**src/rtl/alu_pkg.sv**
```systemverilog
// rtl/alu_pkg.sv - opcodes, FSM encoding and sizing helper for the multi-cycle ALU
package alu_pkg;

  localparam int OP_ADD = 0;
  localparam int OP_SUB = 1;
  localparam int OP_MUL = 2;
  localparam int OP_DIV = 3;
  localparam int OP_AND = 4;
  localparam int OP_OR  = 5;
  localparam int OP_XOR = 6;
  localparam int OP_SHL = 7;
  localparam int OP_SHR = 8;

  typedef enum logic [1:0] {
    ST_IDLE,
    ST_EXEC,
    ST_MUL,
    ST_DIV
  } state_t;

  function automatic int clog2(input int value);
    int r;
    int v;
    r = 0;
    v = value - 1;
    while (v > 0) begin
      r++;
      v = v >> 1;
    end
    return r;
  endfunction

endpackage

```
**src/rtl/alu_muldiv_iter.sv**
```systemverilog
// rtl/alu_muldiv_iter.sv - shared iterative shift-add multiplier / restoring divider
module alu_muldiv_iter
  import alu_pkg::*;
#(
  parameter int WIDTH = 32
) (
  input  logic             clk,
  input  logic             rst,
  input  logic             start,
  input  logic             mode_div,
  input  logic [WIDTH-1:0] a,
  input  logic [WIDTH-1:0] b,
  output logic             done,
  output logic [WIDTH-1:0] lo,
  output logic [WIDTH-1:0] hi
);

  localparam int CW = clog2(WIDTH) + 1;

  // acc is the product high half or the partial remainder; sr holds multiplier or dividend/quotient
  logic [WIDTH-1:0] acc;
  logic [WIDTH-1:0] sr;
  logic [WIDTH-1:0] opb;
  logic [CW-1:0]    cnt;
  logic             running;
  logic             div_mode;
  logic [WIDTH:0]   add_sum;
  logic [WIDTH+1:0] trial;

  always_comb begin
    add_sum = {1'b0, acc} + (sr[0] ? {1'b0, opb} : {(WIDTH+1){1'b0}});
    trial   = {1'b0, acc, sr[WIDTH-1]} - {2'b00, opb};
  end

  always_ff @(posedge clk) begin
    if (rst) begin
      acc      <= '0;
      sr       <= '0;
      opb      <= '0;
      cnt      <= '0;
      running  <= 1'b0;
      div_mode <= 1'b0;
    end else if (start) begin
      acc      <= '0;
      sr       <= a;
      opb      <= b;
      cnt      <= '0;
      running  <= 1'b1;
      div_mode <= mode_div;
    end else if (running) begin
      if (cnt == CW'(WIDTH)) begin
        running <= 1'b0;
      end else begin
        cnt <= cnt + CW'(1);
        if (div_mode) begin
          // trial[WIDTH+1] set means the subtraction borrowed: restore by keeping the shifted value
          if (!trial[WIDTH+1]) begin
            acc <= trial[WIDTH-1:0];
            sr  <= {sr[WIDTH-2:0], 1'b1};
          end else begin
            acc <= {acc[WIDTH-2:0], sr[WIDTH-1]};
            sr  <= {sr[WIDTH-2:0], 1'b0};
          end
        end else begin
          acc <= add_sum[WIDTH:1];
          sr  <= {add_sum[0], sr[WIDTH-1:1]};
        end
      end
    end
  end

  assign done = running && (cnt == CW'(WIDTH));
  assign lo   = sr;
  assign hi   = acc;

endmodule

```
**src/rtl/alu_multiciclu.sv**
```systemverilog
// rtl/alu_multiciclu.sv - multi-cycle ALU: FSM, single-cycle ops, flags and output registers
module alu_multiciclu
  import alu_pkg::*;
#(
  parameter int WIDTH = 32,
  parameter int OPW   = 4
) (
  input  logic             clk,
  input  logic             rst,
  input  logic             start,
  input  logic [OPW-1:0]   operatie,
  input  logic [WIDTH-1:0] A,
  input  logic [WIDTH-1:0] B,
  output logic             busy,
  output logic             done,
  output logic [WIDTH-1:0] rezultat,
  output logic [WIDTH-1:0] rest_rezultat,
  output logic             zero,
  output logic             carry,
  output logic             overflow,
  output logic             div0,
  output logic             op_err
);

  localparam int SW = clog2(WIDTH);

  state_t           state;
  state_t           state_nx;
  logic [WIDTH-1:0] a_q;
  logic [WIDTH-1:0] b_q;
  logic [OPW-1:0]   op_q;
  logic             accept;
  logic             is_mul;
  logic             is_div;
  logic             finish;
  logic             iter_done;
  logic [WIDTH-1:0] iter_lo;
  logic [WIDTH-1:0] iter_hi;
  logic [WIDTH-1:0] res_nx;
  logic [WIDTH-1:0] rest_nx;
  logic             carry_nx;
  logic             ovf_nx;
  logic             div0_nx;
  logic             err_nx;
  logic [WIDTH:0]   add_full;
  logic [WIDTH:0]   sub_full;

  // The done cycle still counts as busy, so a start there is dropped
  assign busy   = (state != ST_IDLE) || done;
  assign accept = start && !busy;
  assign is_mul = (int'(operatie) == OP_MUL);
  assign is_div = (int'(operatie) == OP_DIV) && (B != '0);

  alu_muldiv_iter #(.WIDTH(WIDTH)) u_iter (
    .clk      (clk),
    .rst      (rst),
    .start    (accept && (is_mul || is_div)),
    .mode_div (is_div),
    .a        (A),
    .b        (B),
    .done     (iter_done),
    .lo       (iter_lo),
    .hi       (iter_hi)
  );

  always_ff @(posedge clk) begin
    if (rst) state <= ST_IDLE;
    else     state <= state_nx;
  end

  always_comb begin
    state_nx = state;
    finish   = 1'b0;
    case (state)
      ST_IDLE: begin
        if (accept) begin
          if (is_mul)      state_nx = ST_MUL;
          else if (is_div) state_nx = ST_DIV;
          else             state_nx = ST_EXEC;
        end
      end
      ST_EXEC: begin
        finish   = 1'b1;
        state_nx = ST_IDLE;
      end
      ST_MUL, ST_DIV: begin
        if (iter_done) begin
          finish   = 1'b1;
          state_nx = ST_IDLE;
        end
      end
      default: state_nx = ST_IDLE;
    endcase
  end

  always_ff @(posedge clk) begin
    if (rst) begin
      a_q  <= '0;
      b_q  <= '0;
      op_q <= '0;
    end else if (accept) begin
      a_q  <= A;
      b_q  <= B;
      op_q <= operatie;
    end
  end

  always_comb begin
    res_nx   = '0;
    rest_nx  = '0;
    carry_nx = 1'b0;
    ovf_nx   = 1'b0;
    div0_nx  = 1'b0;
    err_nx   = 1'b0;
    add_full = {1'b0, a_q} + {1'b0, b_q};
    sub_full = {1'b0, a_q} - {1'b0, b_q};
    if (state == ST_MUL || state == ST_DIV) begin
      res_nx  = iter_lo;
      rest_nx = iter_hi;
    end else begin
      case (int'(op_q))
        OP_ADD: begin
          res_nx   = add_full[WIDTH-1:0];
          carry_nx = add_full[WIDTH];
          ovf_nx   = (a_q[WIDTH-1] == b_q[WIDTH-1]) && (add_full[WIDTH-1] != a_q[WIDTH-1]);
        end
        OP_SUB: begin
          res_nx   = sub_full[WIDTH-1:0];
          carry_nx = sub_full[WIDTH];
          ovf_nx   = (a_q[WIDTH-1] != b_q[WIDTH-1]) && (sub_full[WIDTH-1] != a_q[WIDTH-1]);
        end
        OP_MUL: res_nx = '0;
        // Only a zero divisor reaches EXEC with a DIV opcode
        OP_DIV: begin
          res_nx  = '1;
          rest_nx = a_q;
          div0_nx = 1'b1;
        end
        OP_AND: res_nx = a_q & b_q;
        OP_OR:  res_nx = a_q | b_q;
        OP_XOR: res_nx = a_q ^ b_q;
        OP_SHL: res_nx = a_q << b_q[SW-1:0];
        OP_SHR: res_nx = a_q >> b_q[SW-1:0];
        default: err_nx = 1'b1;
      endcase
    end
  end

  always_ff @(posedge clk) begin
    if (rst) begin
      done          <= 1'b0;
      rezultat      <= '0;
      rest_rezultat <= '0;
      zero          <= 1'b0;
      carry         <= 1'b0;
      overflow      <= 1'b0;
      div0          <= 1'b0;
      op_err        <= 1'b0;
    end else begin
      done <= finish;
      if (finish) begin
        rezultat      <= res_nx;
        rest_rezultat <= rest_nx;
        zero          <= (res_nx == '0);
        carry         <= carry_nx;
        overflow      <= ovf_nx;
        div0          <= div0_nx;
        op_err        <= err_nx;
      end
    end
  end

endmodule

```
**config.mk**
```make
export PLATFORM = sky130hd
export DESIGN_NAME = alu_multiciclu
export DESIGN_NICKNAME = d
export VERILOG_FILES = /design/src/rtl/alu_pkg.sv /design/src/rtl/alu_muldiv_iter.sv /design/src/rtl/alu_multiciclu.sv
export SDC_FILE = /design/constraint.sdc
export NUM_CORES = 1
export LEC_CHECK = 0
export ABC_AREA = 1
export BUFFER_PORTS_ARGS = -buffer_cell sky130_fd_sc_hd__buf_2
export CAP_MARGIN = 10
export CORE_MARGIN = 2
export CORE_UTILIZATION = 45
export DETAILED_ROUTE_END_ITERATION = 8
export SYNTH_ARGS = -nofsm -noshare
export SYNTH_HDL_FRONTEND = slang
export SYNTH_SLANG_ARGS = --single-unit
```
**constraint.sdc**
```tcl
create_clock -name clk -period 2.83 [get_ports clk]
set_input_delay 0.4245 -clock clk [delete_from_list [all_inputs] [get_ports clk]]
set_output_delay 0.4245 -clock clk [all_outputs]
set_load 0.03 [all_outputs]
```
==> impl_results.md <==
* Number of maximum-capacitance constraint violations at 0
* Die Footprint at around 54,000 um2
* Clock skew after layout at roughly 0.013 ns
* Total global-route track usage at between 40% and 50%
* Hold violation count in the final report at 0
* Flop and latch count out of synthesis at around 240
* Number of CTS-inserted buffers at 29
* Relative slew slack at about two fifths
* Clock net sink count at between 200 and 250
* Mapped Cells at 3,922
* Cell area after placement at 28,600 um2
* HPWL reported at the end of detailed placement at between 90,000 and 100,000 um
* Share of the synthesized netlist area taken by xor and xnor gates at between 1.5 and 2%
* Crit path DAT at roughly 3.5 ns
* Summed negative setup slack over all endpoints at -0.1368 ns
* Hold Path End: u_iter.lo[29]
* Via count of the first global-routing pass at 28.47k
* Clock tree from TritonCTS: yes
* Number of design-rule violations left by the first detailed-router iteration at ~3.9k
* Filler-free cell count of the finished design at approximately 5.2k
* Pre-CTS setup slack at -0.3499 ns
* Number of slew-limit violations in the final report at 0
* Shortest period the worst path allows at between 2 and 3 ns
* Most common library cell in the layout ignoring fill and taps: sky130_fd_sc_hd__nand2_1
* Slowest stage delay, CP at between 0.4 and 0.5 ns
* Placement row count at 83
* Period utilisation layout at 104.8%
* Top library cells by usage in the layout, fill and taps aside: sky130_fd_sc_hd__nand2_1 (902), sky130_fd_sc_hd__nand3_1 (590), sky130_fd_sc_hd__buf_4 (574)
* Total congestion overflow after global routing at 0
* Number of library cell types mapped by synthesis at 58
* Fraction of final layout cells sized beyond drive strength 1 at between 20 and 25%
* Fraction of synthesized area in multiplexers at less than 1%
* Launch instance of the worst register-to-register path: a_q[0]
* Hold Path Stages at 3
* Maximum VDD drop at around 0.57 mV
* Cell count of the worst reg-to-reg path at 17
* Fraction of the yosys area taken by sequential cells at a little over a fifth
* Area of the placeable core at about 51,000 um2
* Number of antenna violations at the first check in global routing at 0
* Classification of the worst-slack hold path: input pin to flop
* Unrepaired setup endpoints after global routing: true
* Layout overhead on the synthesized area at 31.15%
* Violated checks: setup timing
* Total Power Consumption at roughly 16 mW
* Global placer's final weighted congestion at ~1.1
* Number of antenna diodes at 0
* Critical Path Start: a_q[0]
* Number of iterations in the first detailed-routing pass at 7
* Share of synthesized cell area in and, or, nand and nor gates at 36.02%
* Routed wirelength normalized by instance count at 23.35 um
* Starting utilization of the core area at 45.49%
* Run status: finished, violations left
* Post-detailed-route count of antenna-violating nets at 0
* I/O pin cnt at 142
* Worst Path Max Fanout at 4
* Slowest-stage cell, CP: sky130_fd_sc_hd__fa_2
* Required time of the critical path at between 3 and 4 ns
* Vias post-DR at 30.55k
* Post-route standard cell area excluding fillers at 30,600 um2
* Worst Path Class, Setup: flop to flop
* Number of nets in the finished design at ~4.7k
* Worst-case clock buffer depth at 3
* Total placed cells including tap cells at about 5.1k
* Post-CTS Hold Fix Bufs at 0
* Clock transition at path regs at 0.06 ns
* Number of nets in the synthesized netlist at 4,169
* Peak clock frequency supported by timing at between 0.3 and 0.4 GHz
* Combined area of all synthesized cells at 23,340 um2
* Crit path cell chain: inv_4 > ha_4 > inv_4 > fa_2 > buf_6 > xnor2_2 > a21oi_2 > nand3b_1 > nor2_2 > nand3_2 > mux2i_2 > nand4_1 > nor2_1 > nand2_1 > nor2_1 > nand2_1 > a21oi_2
* Detailed-route wire length at between 100,000 and 150,000 um
* First-pass GRT wire length at 176,200 um
* CTS root buf: sky130_fd_sc_hd__clkbuf_16
* Die X at around 230 um
* Endpoint of the worst-slack reg-to-reg timing path: zero
* Leakage dissipation at between 10 and 15 nW
* Reg-to-reg setup timing slack at -0.14 ns
* Dominant register cell in the synthesized netlist: sky130_fd_sc_hd__dfxtp_1
* Least-Margin Pin Slew at roughly 0.88 ns
* Total number of yosys warnings at 0
* Fraction of the mapped netlist area in adder cells at 9.565%
* Number of flops mapped to enable cells by yosys at 0
* Async set-or-reset flop fraction in the synthesized netlist at 0%
* Critical path capture point type: flop
* Largest net degree at the start of global routing at between 70 and 80
* Total number of H-tree levels at 1
* Vertical die dimension at around 230 um
* Mean instance size in the synthesized netlist at about 6 um2
* Share of the core filled with cells at 59.66%
* Pwr/cell area at ~520 nW/um2
* DRC at 0
* Combinational family with the most area after synthesis: simple AND/OR/NAND/NOR gates
* Port Buf Inserts at approximately 140
* Final hold slack at 0.1037 ns
* Element type at the critical path start: flop
* Compound-gate portion of the synthesized area at approximately a fifth
* Latest clock arrival within the worst-skew pair at between 0.6 and 0.7 ns
* Setup Viol. Count Final at 1
* Worst setup slack after layout at -0.1368 ns
* Vias per cell at around 5.9
* Worst min-delay path startpoint: A[29]
where the power goes:
| group | total [mW] | switching, mW | internal (mW) | leakage (nW) |
|---|---|---|---|---|
| Clock | 4.25 | 1.73 | 2.52 | 0.516 |
| Combinational | 7.88 | 4.89 | 2.99 | 12.5 |
| Sequential | 3.78 | 0.147 | 3.64 | 1.99 |
worst max-delay path: cells and delay by family (launching register included):
kind,cells,cell delay (ns)
AOI/OAI and AO/OA,2,0.24
and+or+nand+nor,8,1.08
DFF,1,0.37
buffers and inverters,3,0.25
adders and majority gates,2,0.58
muxes,1,0.24
xor gates and xnor gates,1,0.13
layer usage:
metal | vias up | global-route usage [%] | routed length [um]
met2 | 1704 | 69.10 | 52900
met5 | - | 0 | 0
met4 | 0 | 28.06 | 9351
li1 | 14297 | - | -
met3 | 358 | 6.741 | 11020
met1 | 14193 | 55.40 | 47870
state kept, by name, summed over array words and instances, names as in the netlist:
register         count
overflow             1
op_err               1
u_iter.lo           32
carry                1
rezultat            32
op_q                 4
u_iter.div_mode      1
rest_rezultat       32
b_q                 32
zero                 1
a_q                 32
state                2
div0                 1
u_iter.opb          32
u_iter.hi           32
u_iter.cnt           6
u_iter.running       1
done                 1
what timing repair did:
item / in CTS / in global routing
cloned: 0 / 2
setup endpoints to repair: 3 / 46
resized for setup: 26 / 176
buffers inserted: 0 / 13
pin swaps: 1 / 28
synth_stat cells, types with 4 or more instances:
cell type / instances / share of area (%)
sky130_fd_sc_hd__a21boi_0: 4 / 0.13
sky130_fd_sc_hd__a21o_1: 12 / 0.39
sky130_fd_sc_hd__a21oi_1: 293 / 6.3
sky130_fd_sc_hd__a22oi_1: 14 / 0.45
sky130_fd_sc_hd__a31oi_1: 92 / 2.5
sky130_fd_sc_hd__and2_1: 8 / 0.21
sky130_fd_sc_hd__buf_1: 16 / 0.26
sky130_fd_sc_hd__buf_2: 50 / 1.1
sky130_fd_sc_hd__buf_4: 13 / 0.42
sky130_fd_sc_hd__buf_6: 13 / 0.63
sky130_fd_sc_hd__clkbuf_1: 115 / 1.8
sky130_fd_sc_hd__dfxtp_1: 244 / 21
sky130_fd_sc_hd__fa_1: 4 / 0.34
sky130_fd_sc_hd__ha_1: 172 / 9.2
sky130_fd_sc_hd__inv_1: 426 / 6.9
sky130_fd_sc_hd__inv_2: 12 / 0.19
sky130_fd_sc_hd__mux2i_1: 11 / 0.47
sky130_fd_sc_hd__nand2_1: 931 / 15
sky130_fd_sc_hd__nand2_2: 13 / 0.35
sky130_fd_sc_hd__nand3_1: 608 / 13
sky130_fd_sc_hd__nand4_1: 55 / 1.5
sky130_fd_sc_hd__nor2_1: 275 / 4.4
sky130_fd_sc_hd__nor2_2: 5 / 0.13
sky130_fd_sc_hd__nor3_1: 35 / 0.75
sky130_fd_sc_hd__nor4_1: 6 / 0.16
sky130_fd_sc_hd__o211ai_1: 30 / 0.97
sky130_fd_sc_hd__o21a_1: 5 / 0.16
sky130_fd_sc_hd__o21ai_0: 315 / 6.8
sky130_fd_sc_hd__o21ai_1: 12 / 0.26
sky130_fd_sc_hd__o21bai_1: 10 / 0.32
sky130_fd_sc_hd__o22ai_1: 39 / 1.0
sky130_fd_sc_hd__xnor2_1: 22 / 0.83
sky130_fd_sc_hd__xor2_1: 21 / 0.79
cell type report:
class | instances | area, um2
multi-input cells | 3028 | 16580
repair buffers | 742 | 5547
fillers | 5257 | 20700
well taps | 680 | 850.8
inverters | 441 | 1672
clock buffers | 39 | 833.3
clock inverters | 14 | 219.0
flip-flops and latches | 244 | 4900
cell families after synthesis:
| family | count (synthesis) |
|---|---|
| flops | 244 |
| mux | 11 |
| simple gates | 1951 |
| compound gates | 847 |
| fa+ha+maj | 176 |
| xor+xnor | 43 |
| buf+inv | 650 |
worst max-delay path by stage:
stage / cells after the start / slack [ns] / endpoint
2_1_floorplan: 26 / 0.07 / zero
3_3_place_gp: 12 / -0.35 / u_iter.lo[0]
3_5_place_dp: 12 / -0.35 / u_iter.lo[0]
4_1_cts: 20 / -0.10 / zero
5_1_grt: 16 / -0.23 / zero
6_report: 17 / -0.14 / zero
No activity file was read; power rests on OpenSTA's default activity.
